[src/rtl/csa_pkg.sv]
// Shared widths, field offsets and S-box truth tables for the CSA stream-cipher S-box bank.
// Each table is a packed 32-entry array. Entry 0 is the most significant pair.
package csa_pkg;

    localparam int SBOX_IN_W  = 5;
    localparam int SBOX_OUT_W = 2;
    localparam int N_SBOX     = 7;
    localparam int BANK_IN_W  = SBOX_IN_W * N_SBOX;
    localparam int BANK_OUT_W = SBOX_OUT_W * N_SBOX;

    typedef logic [0:31][SBOX_OUT_W-1:0] sbox_tbl_t;

    localparam sbox_tbl_t SBOX_TBL [N_SBOX] = '{
        64'b10_00_01_01_10_11_11_00_11_10_10_00_01_01_00_11_00_11_11_00_10_10_01_01_10_10_00_11_01_01_11_00,
        64'b11_01_00_10_10_11_11_00_01_11_10_01_00_00_01_10_11_01_00_11_11_10_00_10_00_00_01_10_10_01_11_01,
        64'b10_00_01_10_10_11_11_01_01_01_00_11_11_00_10_00_01_11_00_01_11_00_10_10_10_00_01_10_00_11_11_01,
        64'b11_01_10_11_00_10_01_10_01_10_00_01_11_00_00_11_01_00_11_01_10_11_00_11_00_11_10_00_01_10_10_01,
        64'b10_00_00_01_11_10_11_10_00_01_11_11_01_00_10_01_10_11_10_00_00_11_01_01_01_00_11_10_11_01_00_10,
        64'b00_01_10_11_01_10_10_00_00_01_11_00_10_11_01_11_10_11_00_10_11_00_01_01_10_01_01_10_00_11_11_00,
        64'b00_11_10_10_11_00_00_01_11_00_01_11_01_10_10_01_01_00_11_11_00_01_01_10_10_11_01_00_10_11_00_10
    };

    // Field slices for group k: input bits [in_lsb(k) +: 5], output bits [out_lsb(k) +: 2].
    function automatic int in_lsb(input int k);
        return k * SBOX_IN_W;
    endfunction

    function automatic int out_lsb(input int k);
        return k * SBOX_OUT_W;
    endfunction

endpackage

[src/rtl/csa_sbox_bank.sv]
// Combinational bank of the seven CSA stream-cipher S-boxes.
// Group k of the 35-bit input feeds sbox(k+1).
module csa_sbox_bank
    import csa_pkg::*;
(
    input  logic [BANK_IN_W-1:0]  bank_in,
    output logic [BANK_OUT_W-1:0] bank_out
);

    for (genvar gi = 0; gi < N_SBOX; gi++) begin : g_sbox
        assign bank_out[out_lsb(gi) +: SBOX_OUT_W] =
            SBOX_TBL[gi][bank_in[in_lsb(gi) +: SBOX_IN_W]];
    end

endmodule

[src/rtl/csa_sbox_arbiter.sv]
// Round-robin arbiter that shares one CSA S-box bank between N_REQ requesters.
// The result is held in a one-entry response register with backpressure.
module csa_sbox_arbiter
    import csa_pkg::*;
#(
    parameter int N_REQ = 4,
    parameter int IDW   = 2
) (
    input  logic                       clk,
    input  logic                       rst_n,
    input  logic [N_REQ-1:0]           req_valid,
    input  logic [BANK_IN_W*N_REQ-1:0] req_data,
    output logic [N_REQ-1:0]           req_ready,
    output logic                       rsp_valid,
    input  logic                       rsp_ready,
    output logic [IDW-1:0]             rsp_id,
    output logic [BANK_OUT_W-1:0]      rsp_data
);

    localparam int PTR_W = $clog2(N_REQ);

    logic [PTR_W-1:0]      rr_ptr_q, rr_ptr_d;
    logic                  rsp_valid_q, rsp_valid_d;
    logic [IDW-1:0]        rsp_id_q, rsp_id_d;
    logic [BANK_OUT_W-1:0] rsp_data_q, rsp_data_d;

    logic                  grant_found;
    logic [PTR_W-1:0]      grant_idx;
    logic [PTR_W-1:0]      cand;
    logic                  can_accept;
    logic                  accept;
    logic [BANK_IN_W-1:0]  req_word [N_REQ];
    logic [BANK_IN_W-1:0]  bank_in;
    logic [BANK_OUT_W-1:0] bank_out;

    for (genvar gi = 0; gi < N_REQ; gi++) begin : g_word
        assign req_word[gi] = req_data[gi*BANK_IN_W +: BANK_IN_W];
    end

    // Search starts just after the last winner.
    always_comb begin
        grant_found = 1'b0;
        grant_idx   = '0;
        cand        = '0;
        for (int off = 1; off <= N_REQ; off++) begin
            cand = PTR_W'((int'(rr_ptr_q) + off) % N_REQ);
            if (!grant_found && req_valid[cand]) begin
                grant_found = 1'b1;
                grant_idx   = cand;
            end
        end
    end

    // A register that drains this cycle can be refilled in the same cycle.
    assign can_accept = !rsp_valid_q || rsp_ready;
    assign accept     = grant_found && can_accept;
    assign bank_in    = req_word[grant_idx];

    csa_sbox_bank u_bank (
        .bank_in  (bank_in),
        .bank_out (bank_out)
    );

    always_comb begin
        rr_ptr_d    = rr_ptr_q;
        rsp_valid_d = rsp_valid_q;
        rsp_id_d    = rsp_id_q;
        rsp_data_d  = rsp_data_q;
        if (accept) begin
            rr_ptr_d    = grant_idx;
            rsp_valid_d = 1'b1;
            rsp_id_d    = IDW'(grant_idx);
            rsp_data_d  = bank_out;
        end else if (rsp_ready) begin
            rsp_valid_d = 1'b0;
        end
    end

    always_ff @(posedge clk or negedge rst_n) begin
        if (!rst_n) begin
            rr_ptr_q    <= PTR_W'(N_REQ - 1);
            rsp_valid_q <= 1'b0;
            rsp_id_q    <= '0;
            rsp_data_q  <= '0;
        end else begin
            rr_ptr_q    <= rr_ptr_d;
            rsp_valid_q <= rsp_valid_d;
            rsp_id_q    <= rsp_id_d;
            rsp_data_q  <= rsp_data_d;
        end
    end

    // The ready gate on rst_n keeps requesters off the bus while reset is held.
    for (genvar gi = 0; gi < N_REQ; gi++) begin : g_ready
        assign req_ready[gi] = rst_n && accept && (grant_idx == PTR_W'(gi));
    end

    assign rsp_valid = rsp_valid_q;
    assign rsp_id    = rsp_id_q;
    assign rsp_data  = rsp_data_q;

endmodule

[config.mk]
export PLATFORM = sky130hd
export DESIGN_NAME = csa_sbox_arbiter
export DESIGN_NICKNAME = d
export VERILOG_FILES = /design/src/rtl/csa_pkg.sv /design/src/rtl/csa_sbox_bank.sv /design/src/rtl/csa_sbox_arbiter.sv
export SDC_FILE = /design/constraint.sdc
export NUM_CORES = 1
export LEC_CHECK = 0
export ABC_CLOCK_PERIOD_IN_PS = 3200
export BUFFER_PORTS_ARGS = -buffer_cell sky130_fd_sc_hd__buf_2
export CAP_MARGIN = 20
export CORE_MARGIN = 1.5
export CORE_UTILIZATION = 45
export DETAILED_ROUTE_END_ITERATION = 8
export HOLD_SLACK_MARGIN = 0.05
export PLACE_DENSITY = 0.8
export SLEW_MARGIN = 15
export SYNTH_ARGS = -nofsm -noshare
export SYNTH_HDL_FRONTEND = slang
export SYNTH_HIERARCHICAL = 1
export SYNTH_SLANG_ARGS = --single-unit
export TNS_END_PERCENT = 10
[constraint.sdc]
create_clock -name clk -period 3.2 [get_ports clk]
set_clock_uncertainty 0.15 [all_clocks]
set_input_delay 0.16 -clock clk [delete_from_list [all_inputs] [get_ports clk]]
set_output_delay 0.16 -clock clk [all_outputs]
set_load 0.01 [all_outputs]
==> impl_results.md, run 1 <==
* Die Area at 9070 sq um
* Vias after detailed routing at 5,190
* Starting Density at 46.6%
* Final ANT Viol Nets at 0
* FP Rows at 33
* Worst-Margin Slew at 0.598 ns
* Number of warnings issued by yosys at 6
* Max Cap Viol at 0
* Clk pin slew, worst setup/hold paths at 0.10 ns
* Unique masters post-synth at 52
* Crit. Startpoint: rr_ptr_q[0]$_DFFE_PN1P_
* Crit Path Max Fanout at 7
* Dpl cells at 736
* Horiz. Die Dim at 95.2 microns
* Crit path DAT at 3.28 ns
* Relative slew margins at 59.8%
* Post-route minimum period at 3.26 ns
* Syn Std Cell Area at 3830 sq um
* Pwr per Cell Area at 819 nW/um^2
* #FFs+latches synth at 19
* Gate Count Post-Synth at 447
* DRT Wirelength at 16.3 mm
* # DRC at 0
* Mean number of vias per cell at 6.71
* Commonest register cell after synthesis: dfrtp_1
* Crit share post-route at 102%
* Endpoints failing setup at 6
* Sequential fraction of the synthesis area at 12.5%
* Antenna violations before repair at 0
* Antenna diodes at 0
* Leak pwr at 0.00277 uW
* CTS tree: yes
* Worst setup path class: reg -> reg
* Num CTS Buffers at 3
* Core Footprint at 8220 sq um
* Startpoint types: flip-flop
* Layout area overhead at 63.1%
* DR iter-0 viols at 393
* DP HPWL at 10.6 mm
* F_max at 306 MHz
* IO buf count at 167
* CTS Sinks at 19
* Worst skew pair latency at 0.27 ns
* Final total power at 5110 uW
* GRT Total Usage at 32.6%
* Total Nets Final at 850
* Setup ws final at -0.0649 ns
* Synthesized area per cell at 8.57 sq um
* Failing checks: setup timing
* Die Ht at 95.2 microns
* Reg-to-Reg Start: rr_ptr_q[0]$_DFFE_PN1P_
* Max-slew violations at 0
* Number of global-route vias before repair at 4,973
* Bufs on Longest Clock Path at 2
* Pre-antenna DRT Iters at 5
* Total congestion overflow at 0
* Share of cells above drive strength 1 at 60.3%
* RSZ-0062 raised after global routing: yes
* First-pass GRT wire length at 23.4 mm
* Status: finished, violations left
* GP Congestion at 0.946
* Maximum vdd drop at 0.000467 V
* Final hold vios at 0
* CTS Root Cell: clkbuf_8
* I/O pins at 168
* Worst hold-check path type: in -> async
* Syn Nets at 628
* CP endpoint kind: flip-flop
* Post-synth ARST share at 100%
* Worst path required time at 3.22 ns
* EDFF count, synth at 0
* Final Non-Filler Cells at 773
* H-tree levels at 1
* Drt wl/cell at 21.1 microns
* Largest net degree at the start of global routing at 38
[kinds of logic after synthesis]
| logic type | after synthesis | share of synthesized area [%] |
|---|---|---|
| AO/OA/AOI/OAI | 215 | 43.9 |
| buffers and inverters | 85 | 10.0 |
| AND/OR/NAND/NOR | 48 | 6.73 |
| multiplexers | 40 | 14.4 |
| adder cells (fa/ha/maj) | 34 | 11.1 |
| flip-flops | 19 | 12.5 |
| XOR/XNOR | 6 | 1.37 |
[stage by stage]
stage	hold slack, ns	setup slack [ns]	instance area [sq um]	util [%]	setup TNS (ns)
after floorplan	-0.286	-0.0220	3960	-	-0.0900
after global placement	0.0265	-0.0590	5390	65.5	-0.0691
after detailed placement	0.0352	-0.123	5390	65.5	-0.714
after CTS	0.258	-0.0527	5860	71.3	-0.284
after global routing	0.303	-0.159	6240	76.0	-1.01
final	0.254	-0.0649	6240	76.0	-0.208
[path summary, 6_finish.rpt]
check	endpoint	slack, ns	cells past startpoint
setup reg to reg	rsp_data[2]$_DFFE_PN0P_	-0.06	12
max in group asynchronous	rr_ptr_q[0]$_DFFE_PN1P_	2.27	2
hold / removal	rsp_data[2]$_DFFE_PN0P_	0.25	2
hold reg to reg	rsp_data[11]$_DFFE_PN0P_	0.36	1
min in group clk	rsp_data[7]$_DFFE_PN0P_	0.36	5
setup / recovery	rsp_data[2]$_DFFE_PN0P_	-0.06	12
[critical path, stage by stage (launching register included)]
cell and delay [ns]:
dfstp_2 0.55, and2b_4 0.21, o21ai_4 0.23, buf_6 0.16
buf_12 0.13, a41oi_2 0.09, a22oi_2 0.27, buf_6 0.16
ha_4 0.13, inv_1 0.04, mux4_2 0.48, mux2_4 0.28
mux2_2 0.27
[state kept, by name, summed over array words and instances, names as in the netlist]
register,count
rr_ptr_q,2
rsp_data,14
rsp_id,2
rsp_valid,1
[power breakdown]
group          internal, uW  leakage [uW]  switching, uW
clock                  87.3     0.0000255            111
sequential              362      0.000216           71.1
combinational          2340       0.00253           2140
[layer usage]
| layer | routed length (microns) | part of all wire, % | GRT usage, % |
|---|---|---|---|
| met5 | 0 | 0 | 0 |
| met4 | 442 | 2.7 | 8.71 |
| met3 | 1700 | 10 | 5.34 |
| met2 | 7930 | 49 | 58.6 |
| met1 | 6240 | 38 | 39.8 |
[area by class of cell]
| type | instances | area [sq um] |
|---|---|---|
| timing repair buffer | 275 | 1950 |
| sequential | 19 | 478 |
| multi-input combinational | 345 | 3550 |
| fill | 546 | 1970 |
| inverter | 25 | 93.8 |
| tap | 105 | 131 |
| clock buffer | 3 | 41.3 |
| clock inverter | 1 | 5.00 |
[cell usage after synthesis (all sizes together), types with 4 or more instances]
| cell | n | area (sq um) |
|---|---|---|
| mux4 | 9 | 203 |
| inv | 25 | 93.8 |
| o31ai | 70 | 526 |
| ha | 34 | 425 |
| xor2 | 5 | 43.8 |
| a21oi | 8 | 43.8 |
| dfrtp | 17 | 425 |
| buf | 31 | 181 |
| mux2i | 9 | 90.1 |
| a211oi | 4 | 30.0 |
| nand2b | 7 | 46.3 |
| nor2b | 5 | 31.3 |
| o21a | 4 | 30.0 |
| a22oi | 36 | 270 |
| nand2 | 6 | 22.5 |
| nor2 | 15 | 56.3 |
| mux2 | 22 | 259 |
| clkbuf | 29 | 109 |
| o21ai | 10 | 53.8 |
| a41oi | 70 | 613 |
[timing repair]
item / in CTS / in global routing
setup buffers: 13 / 13
gates resized for setup: 33 / 66
hold buffers: 3 / 0
setup endpoints to repair: 10 / 13
endpoints found under the hold margin: 18 / 0
pin swaps: 17 / 31
cloned: 4 / 3
[layout by cell type (no fill, tap or decap), types with 16 or more instances in the layout]
| master | Yosys | final |
|---|---|---|
| o31ai_1 | 70 | 50 |
| o31ai_2 | 0 | 17 |
| a22oi_2 | 0 | 20 |
| a41oi_1 | 70 | 56 |
| buf_2 | 25 | 167 |
| a22oi_1 | 36 | 16 |
| buf_4 | 3 | 76 |
| ha_1 | 34 | 25 |
| dfrtp_1 | 17 | 17 |
Power figures use the tool's default switching activity.
==> inputs of run 2 (changes only) <==
SKIP_LAST_GASP = 1   (was not set)
==> impl_results.md, run 2 (same netlist as run 1, synthesis figures left out) <==
* Worst hold-check path type: in -> async
* Leak pwr at 0.00276 uW
* Maximum vdd drop at 0.000452 V
* Antenna violations before repair at 0
* Starting Density at 46.6%
* Num CTS Buffers at 3
* DP HPWL at 10.6 mm
* Die Ht at 95.2 microns
* Number of global-route vias before repair at 4,974
* Layout area overhead at 62.6%
* Crit path cell chain: and2b_4, o21ai_4, buf_6, buf_12, a41oi_2, a22oi_2, inv_2, ha_4, nor2_2, a21oi_1, mux4_2, mux2_4
* Final total power at 5080 uW
* Pwr per Cell Area at 815 nW/um^2
* CTS tree: yes
* Core Footprint at 8220 sq um
* Post-route design area at 6230 sq um
* I/O pins at 168
* Drt wl/cell at 21.0 microns
* FP Rows at 33
* Crit share post-route at 102%
* # DRC at 0
* Final ANT Viol Nets at 0
* Clk pin slew, worst setup/hold paths at 0.10 ns
* Commonest non-fill, non-tap cell in the layout: buf_2
* Reg2reg setup slack at -0.07 ns
* Max Cap Viol at 0
* GP Congestion at 0.946
* Worst skew pair latency at 0.27 ns
* Largest net degree at the start of global routing at 38
* Pre-antenna DRT Iters at 5
* Endpoints failing setup at 8
* Total congestion overflow at 0
* Die Area at 9070 sq um
* Mean number of vias per cell at 6.56
* Max reg flops at 14
* Share of cells above drive strength 1 at 60.4%
* Dpl cell area at 5390 sq um
* Commonest non-fill, non-tap cells in the layout: 167 x buf_2, 82 x buf_4, 52 x a41oi_1
* Register area at 478 sq um
* Startpoint types: flip-flop
* Vias after detailed routing at 5,074
* Critical-path top delay cell: dfstp_2
* First-pass GRT wire length at 23.3 mm
* Max-slew violations at 0
* Worst-Margin Slew at 0.608 ns
* F_max at 306 MHz
* Setup ws final at -0.0684 ns
* DRT Wirelength at 16.3 mm
* Failing checks: setup timing
* Crit Path Max Fanout at 7
* Number of fillers in the final layout at 552
* Bufs on Longest Clock Path at 2
* Crit path DAT at 3.29 ns
* Worst setup path class: reg -> reg
* Status: finished, violations left
* Hold slack at 0.257 ns
* CTS Sinks at 19
* Horiz. Die Dim at 95.2 microns
* Final hold vios at 0
* Total Nets Final at 851
* Antenna diodes at 0
* CP endpoint kind: flip-flop
* Footprint of the multi-input gates at 3540 sq um
* RSZ-0062 raised after global routing: yes
* Relative slew margins at 59.1%
* H-tree levels at 1
* CP peak stage delay at 0.55 ns
* GRT Total Usage at 32.4%
* Post-route minimum period at 3.27 ns
* CTS Root Cell: clkbuf_8
* IO buf count at 167
* Place WS at -0.123 ns
* DR iter-0 viols at 390
* Worst path required time at 3.22 ns
run 2: cell count changes in the layout (fill, tap and decap cells not counted), sizes merged:
cell	before	now
buf	270	273
clkbuf	5	4
o221a	3	2
run 2: layout make-up:
type | instances | area share [%]
Timing Repair Buffer | 277 | 31.1
Sequential cell | 19 | 7.68
Multi-Input combinational cell | 344 | 56.9
Tap cell | 105 | 2.11
Clock buffer | 3 | 0.663
Clock inverter | 1 | 0.0804
Inverter | 25 | 1.51
run 2: stage by stage:
step | TNS, ns | std cells | util [%]
floorplan | -0.0900 | 447 | -
detailed placement | -0.714 | 736 | 65.5
CTS | -0.393 | 760 | 70.8
global route | -1.43 | 774 | 75.8
finish | -0.255 | 774 | 75.8
global placement | -0.0691 | 736 | 65.5
run 2: what timing repair did:
item                                   in CTS  in global routing
cloned                                      4                  1
setup buffers                              13                 15
setup endpoints to repair                  10                 13
resized for setup                          27                 63
endpoints found under the hold margin      18                  0
pin swaps                                  12                 28
hold buffers                                3                  0
run 2: power breakdown:
group          internal [uW]  switching, uW  total, uW
registers                362           66.8        428
clock network           87.4            113        200
logic                   2320           2120       4450
total                   2770           2300       5080
run 2: path summary, 6_finish.rpt:
| kind | from | endpoint | cells after the start |
|---|---|---|---|
| min | rst_n | rsp_data[2]$_DFFE_PN0P_ | 2 |
| max in group asynchronous | rst_n | rsp_data[9]$_DFFE_PN0P_ | 2 |
| min reg2reg | rsp_data[11]$_DFFE_PN0P_ | rsp_data[11]$_DFFE_PN0P_ | 1 |
| max reg2reg | rr_ptr_q[0]$_DFFE_PN1P_ | rsp_data[1]$_DFFE_PN0P_ | 12 |
| max | rr_ptr_q[0]$_DFFE_PN1P_ | rsp_data[1]$_DFFE_PN0P_ | 12 |
| min in group clk | rsp_data[11]$_DFFE_PN0P_ | rsp_data[11]$_DFFE_PN0P_ | 1 |
run 2: routing by layer:
metal  track usage (%)  vias to the layer above  part of all wire, %
li1                  -                     2281                    -
met2              57.9                      315                   50
met1              39.7                     2441                   39
met3              5.02                       37                  8.9
met5                 0                        -                    0
met4              9.58                        0                  2.2
run 2: worst max-delay path: cells and delay by family, from the launching register on:
family,cells,cell delay [ns]
AND/OR/NAND/NOR,2,0.38
AO/OA/AOI/OAI,4,0.75
buffers and inverters,3,0.38
multiplexers,2,0.73
adder cells (fa/ha/maj),1,0.23
flip-flops,1,0.55
